[config.mk]
export PLATFORM = sky130hd
export DESIGN_NAME = mem_arbiter
export DESIGN_NICKNAME = d
export VERILOG_FILES = /design/src/rtl/mem_arbiter.sv
export SDC_FILE = /design/constraint.sdc
export NUM_CORES = 1
export LEC_CHECK = 0
export CAP_MARGIN = 20
export CORE_MARGIN = 4
export CORE_UTILIZATION = 30
export DETAILED_ROUTE_END_ITERATION = 10
export HOLD_SLACK_MARGIN = 0.15
export PLACE_DENSITY = 0.63
export REMOVE_ABC_BUFFERS = 1
export SLEW_MARGIN = 20
export SYNTH_ARGS = -nofsm -noshare
export SYNTH_HDL_FRONTEND = slang
export SYNTH_SLANG_ARGS = --single-unit
export TNS_END_PERCENT = 20
[constraint.sdc]
create_clock -name clk -period 4.9 [get_ports clk]
set_clock_uncertainty 0.15 [all_clocks]
set_input_delay 0.49 -clock clk [delete_from_list [all_inputs] [get_ports clk]]
set_output_delay 0.49 -clock clk [all_outputs]
set_load 0.01 [all_outputs]
[src/rtl/mem_arbiter.sv]
// Two-requester memory arbiter: IFU and LSU share one word-wide memory port.
// LSU normally has priority; a contested-grant streak counter forces IFU progress.
module mem_arbiter #(
  parameter int unsigned STARVE_LIMIT = 4
) (
  input  logic        clk,
  input  logic        reset,
  input  logic        ce,
  input  logic        ifu_req,
  input  logic [31:0] ifu_addr,
  output logic        ifu_gnt,
  output logic        ifu_rvalid,
  output logic [31:0] ifu_rdata,
  input  logic        lsu_req,
  input  logic        lsu_we,
  input  logic [3:0]  lsu_be,
  input  logic [31:0] lsu_addr,
  input  logic [31:0] lsu_wdata,
  output logic        lsu_gnt,
  output logic        lsu_rvalid,
  output logic [31:0] lsu_rdata,
  output logic        mem_req,
  output logic        mem_we,
  output logic [3:0]  mem_be,
  output logic [31:0] mem_addr,
  output logic [31:0] mem_wdata,
  input  logic        mem_ready,
  input  logic [31:0] mem_rdata
);

  localparam logic [3:0] LIMIT = 4'(STARVE_LIMIT);

  typedef enum logic [1:0] {IDLE, BUSY_IFU, BUSY_LSU} state_t;

  state_t      state_q, state_d;
  logic [3:0]  streak_q, streak_d;
  logic        ifu_gnt_d, ifu_rvalid_d, lsu_gnt_d, lsu_rvalid_d;
  logic [31:0] ifu_rdata_d, lsu_rdata_d;
  logic        mem_req_d, mem_we_d;
  logic [3:0]  mem_be_d;
  logic [31:0] mem_addr_d, mem_wdata_d;

  // Memory is word addressed; the byte offset bits are dropped on capture.
  logic unused_addr_lsbs;
  assign unused_addr_lsbs = ^{ifu_addr[1:0], lsu_addr[1:0]};

  always_comb begin
    state_d      = state_q;
    streak_d     = streak_q;
    ifu_gnt_d    = 1'b0;
    lsu_gnt_d    = 1'b0;
    ifu_rvalid_d = 1'b0;
    lsu_rvalid_d = 1'b0;
    ifu_rdata_d  = ifu_rdata;
    lsu_rdata_d  = lsu_rdata;
    mem_req_d    = mem_req;
    mem_we_d     = mem_we;
    mem_be_d     = mem_be;
    mem_addr_d   = mem_addr;
    mem_wdata_d  = mem_wdata;
    case (state_q)
      IDLE: begin
        if (ifu_req && (!lsu_req || streak_q == LIMIT)) begin
          state_d    = BUSY_IFU;
          ifu_gnt_d  = 1'b1;
          mem_req_d  = 1'b1;
          mem_we_d   = 1'b0;
          mem_be_d   = 4'b1111;
          mem_addr_d = {ifu_addr[31:2], 2'b00};
          streak_d   = 4'd0;
        end else if (lsu_req) begin
          state_d     = BUSY_LSU;
          lsu_gnt_d   = 1'b1;
          mem_req_d   = 1'b1;
          mem_we_d    = lsu_we;
          mem_be_d    = lsu_be;
          mem_addr_d  = {lsu_addr[31:2], 2'b00};
          mem_wdata_d = lsu_wdata;
          // Only grants that IFU was actually waiting on count toward starvation.
          streak_d    = ifu_req ? streak_q + 4'd1 : 4'd0;
        end
      end
      BUSY_IFU: begin
        if (mem_ready) begin
          state_d      = IDLE;
          mem_req_d    = 1'b0;
          ifu_rvalid_d = 1'b1;
          ifu_rdata_d  = mem_rdata;
        end
      end
      BUSY_LSU: begin
        if (mem_ready) begin
          state_d      = IDLE;
          mem_req_d    = 1'b0;
          lsu_rvalid_d = 1'b1;
          if (!mem_we) lsu_rdata_d = mem_rdata;
        end
      end
      default: state_d = IDLE;
    endcase
  end

  always_ff @(posedge clk) begin
    if (reset) begin
      state_q    <= IDLE;
      streak_q   <= 4'd0;
      ifu_gnt    <= 1'b0;
      lsu_gnt    <= 1'b0;
      ifu_rvalid <= 1'b0;
      lsu_rvalid <= 1'b0;
      ifu_rdata  <= 32'd0;
      lsu_rdata  <= 32'd0;
      mem_req    <= 1'b0;
      mem_we     <= 1'b0;
      mem_be     <= 4'd0;
      mem_addr   <= 32'd0;
      mem_wdata  <= 32'd0;
    end else if (ce) begin
      state_q    <= state_d;
      streak_q   <= streak_d;
      ifu_gnt    <= ifu_gnt_d;
      lsu_gnt    <= lsu_gnt_d;
      ifu_rvalid <= ifu_rvalid_d;
      lsu_rvalid <= lsu_rvalid_d;
      ifu_rdata  <= ifu_rdata_d;
      lsu_rdata  <= lsu_rdata_d;
      mem_req    <= mem_req_d;
      mem_we     <= mem_we_d;
      mem_be     <= mem_be_d;
      mem_addr   <= mem_addr_d;
      mem_wdata  <= mem_wdata_d;
    end
  end

endmodule

======== After elaboration in Yosys (flattened, before gate mapping) ========
Index checks and enable logic that the tools add are counted.
storage, ports and cells
  bits in registers ....................... 144
  output and inout bits ................... 138
  logic and storage cells ................. 59
operators by class
  $add $sub $neg .......................... 1
  eq/ne operators ......................... 5
  muxes and demuxes ....................... 25
  bitwise logic cells ..................... 2
  reduce and logical (&&, ||, !) cells .... 13
operators with widths
  operator                                       count
  2-to-1 mux 32 bit                              2
  2-to-1 mux 4 bit                               5
  2-to-1 mux 1 bit                               13
  AND reduction 4 bit                            3
  AND reduction 3 bit                            3
  2-to-1 mux 2 bit                               3
  adder 4 x 1 -> 4 bit, second input constant    1
  == test 4 x 3 -> 1 bit, second input constant  1
  case mux 2 bit (2 select lines)                1
  nonzero test 2 bit                             2
  != test 3 bit, second input constant           1
  == test 2 x 1 -> 1 bit, second input constant  1
  == test 2 bit, second input constant           1
  logical NOT 2 bit                              1
  != test 2 x 1 -> 1 bit, second input constant  1
  NOT 1 bit                                      2
  case mux 1 bit (2 select lines)                1
  OR reduction 2 bit                             1
  logical AND 1 bit                              1
  logical NOT 1 bit                              1
  logical OR 1 bit                               1

======== Depth between registers and ports, before layout ========
  word-level depth ........................ 5
  gate-level depth with buffers ........... 7
  depth with buffers taken out ............ 5

======== Worst setup path before layout ========
No wires, ideal clock.
  kind .................................... flip-flop to flip-flop
  from .................................... register state_q[0]
  to ...................................... register lsu_gnt
  setup time .............................. 0.115 ns
  data arrival time ....................... 1.481 ns
  data required time ...................... 4.635 ns
  slack ................................... 3.154 ns
  cell stages (with the launch flop) ...... 8
  path through ............................ dfxtp_1 inv_1 ha_1 and2_1 and3_1 buf_6 buf_6 o21a_1
between the ends
  longest elaborated chain between the ends .. 2
ends and longest elaborated chain
  element                 line  RTL
  start, declared         35    state_t state_q, state_d;
  start signal, assigned  119   state_q <= state_d;
  logical NOT 2 bit       61    case (state_q)
  2-to-1 mux 1 bit        61
  end signal, assigned    122   lsu_gnt <= lsu_gnt_d;
  end, declared           19    output logic lsu_gnt,
No other way between the ends.
A chain may end at the register's enable or synchronous reset.

======== Worst setup path in the final report ========
  from .................................... input port ce
  to ...................................... register mem_addr[4]
between the ends
  longest elaborated chain between the ends .. 1
ends and longest elaborated chain
  element                        line  RTL
  start, declared                8     input logic ce,
  AND reduction 3 bit (no line)  n/a
  end signal, assigned           130   mem_addr <= mem_addr_d;
  end, declared                  25    output logic [31:0] mem_addr,
No other way between the ends.

==> metrics.txt <==
Fin Setup TNS 0 ns; TritonCTS clock tree yes; fin cells roughly 1.2k; max_slew headroom between 30% and 40%; Post-Syn Instances approximately 700; Final Hold Viols 0; cts bufs inserted 17; routed wire length around 19000 um; final worst-path cycle share a little over half; GP Congestion about 0.78; maximum clock rate just under 0.4 GHz; Crit. End Element flop; status complete, no violations; WL/cell 16.2 um; share of layout cells above drive strength 1 around 5%; critical path, cell by cell clkdlybuf4s50_1 > o211a_2 > buf_4 > o21ai_0 > a31oi_1; commonest non-fill, non-tap cell in the layout clkdlybuf4s50_1; delay-heaviest family, CP compound AO/OA/AOI/OAI gates; row count 50; I/O pin cnt 277; post-synthesis register bit count around 140; cell taking the most area after synthesis dfxtp_1; Startpoint Class primary input; worst skew pair latency slightly above 0.4 ns; Slew Viols, Final 0; largest net degree at the start of global routing 73; via count ~5.7k; Setup Crit Path Kind primary input to flop; die height 147 um; Fin Hold WS roughly 0.3 ns; CP max FO 46; post-CTS resize count 0; Synth Warn # 0; Synth cell types 38; CP max stage delay between 0.8 and 0.9 ns; Routed Antenna Nets 0; crit path DAT about 2.8 ns; register area share after synthesis 49.4%; clk buf depth 2; Area Overhead vs Synth 58.6%; first-pass GRT wire length just under 30000 um; Die W 147 um; Pleak 3.22 nW; most frequent cells in the layout clkdlybuf4s50_1, nand2_1, dfxtp_1, a21oi_1, nand3_1; unrepaired setup endpoints after global routing false; Max-Cap Viols 0; Starting Density 30.7%; Least-Margin Pin Slew approximately 1.0 ns; clock-pin slew on the worst setup and hold paths around 0.060 ns; maximum vdd drop 208 uV; Avg Cell Area, Syn ~8.3 sq um; Fill cells around 1.8k; gr ovfl total 0; Tmin final between 2 and 3 ns; Nets 1076; core box area between 15000 and 20000 sq um; largest cells by area after synthesis dfxtp_1, nand2_1, a21oi_1; number of global-route vias before repair around 5.4k; initial DRC count about 250; antenna violations before repair 0; PortBufs 270; DRC viols 0; detailed-route vias per instance slightly below 5; Hold Buf Count CTS 0; CTS H-tree depth 4; setup bufs post-CTS 0; diode count 0; Crit-path slowest cell o211a_2; worst path required time roughly 5 ns; gr usage total about 17%; hold crit path type flop to flop; power per cell area around 330 nW/um^2; Yosys top cell area share 49.4%; CP bufs+invs 2; Die ar. about 21000 sq um; drt first pass iters 7; placed cells roughly 1.1k; half-perimeter wire length after placement 12900 um; setup violators final 0; Clk Tree Root Cell clkbuf_16; Synth Cell Area around 5800 sq um; Sink Count around 140
==> metal layers <==
| layer | global-route usage (%) | wire length, um | up-vias |
|---|---|---|---|
| met5 | 0 | 0 | - |
| met4 | 6.96 | 462 | 0 |
| met2 | 28.7 | 9500 | 155 |
| met1 | 20.7 | 8240 | 2625 |
| met3 | 4.16 | 895 | 28 |
| li1 | - | - | 2866 |
==> cell families after synthesis <==
group / share of synthesized area (%)
AND/OR/NAND/NOR: 19.3
other: 0.0652
adder cells (fa/ha/maj): 1.30
buffers and inverters: 5.85
flip-flops: 49.4
multiplexers: 5.74
AO/OA/AOI/OAI: 18.3
==> where the power goes <==
| part | internal [mW] | leakage (nW) | switching, mW |
|---|---|---|---|
| combinational | 0.246 | 1.77 | 0.196 |
| sequential | 1.21 | 1.16 | 0.0293 |
| clock | 0.838 | 0.288 | 0.497 |
==> area by class of cell <==
type / count / area [sq um] / area share [%]
sequential: 142 / 2840 / 31.1
multi-input combinational: 483 / 2590 / 28.3
clock inverter: 9 / 135 / 1.48
tap: 234 / 293 / 3.21
inverter: 7 / 26.3 / 0.288
clock buffer: 21 / 470 / 5.15
timing repair buffer: 280 / 2770 / 30.4
==> path summary, 6_finish.rpt <==
check                     start             to  slack [ns]  depth (start not counted)
hold reg to reg   ifu_rdata[13]  ifu_rdata[13]        0.30                          2
hold / removal    ifu_rdata[13]  ifu_rdata[13]        0.30                          2
setup / recovery             ce    mem_addr[4]        2.30                          5
setup reg to reg    streak_q[0]   mem_wdata[2]        2.30                          5
==> state kept, by name (all words and copies together), names as in the netlist, 2 cells and up <==
signal / count
ifu_rdata: 32
lsu_rdata: 32
mem_addr: 30
mem_be: 4
mem_wdata: 32
state_q: 2
streak_q: 4
==> cell usage after synthesis <==
library cell,number
nor2_1,5
a31oi_1,31
buf_4,4
nor2b_1,2
nand4b_4,1
buf_6,4
o41ai_1,1
and4b_1,1
and2_1,2
a21oi_1,75
nand4b_1,3
or3_1,1
clkbuf_1,39
o211ai_2,1
nand3_1,35
o211a_1,1
nand3b_1,1
nand2_1,200
or4_1,1
o311ai_0,2
buf_1,1
conb_1,1
and3b_1,2
and3_1,2
nand2b_1,1
mux2i_1,33
dfxtp_1,142
ha_1,6
o211ai_1,31
nand4_1,3
o21ai_1,26
o31ai_1,2
inv_1,5
inv_2,2
o21ai_0,10
nor3b_1,1
o21a_1,1
buf_2,17
==> metrics by stage <==
stage | utilization [%] | instance area [sq um] | total power, mW | setup slack, ns
floorplan | - | 5450 | 1.42 | 2.26
global route | 48.6 | 9130 | 3.14 | 2.10
global placement | 45.4 | 8520 | 1.71 | 1.84
CTS | 48.6 | 9130 | 3.06 | 2.26
detailed placement | 45.4 | 8520 | 1.71 | 1.85
finish | 48.6 | 9130 | 3.02 | 2.30
==> worst register-to-register path, stage by stage (launching register included) <==
cell and delay (ns):
dfxtp_1 0.37, inv_1 0.07, ha_1 0.25, nand4b_4 0.39, and3_2 0.96, mux2i_1 0.32
Power figures use the tool's default switching activity.
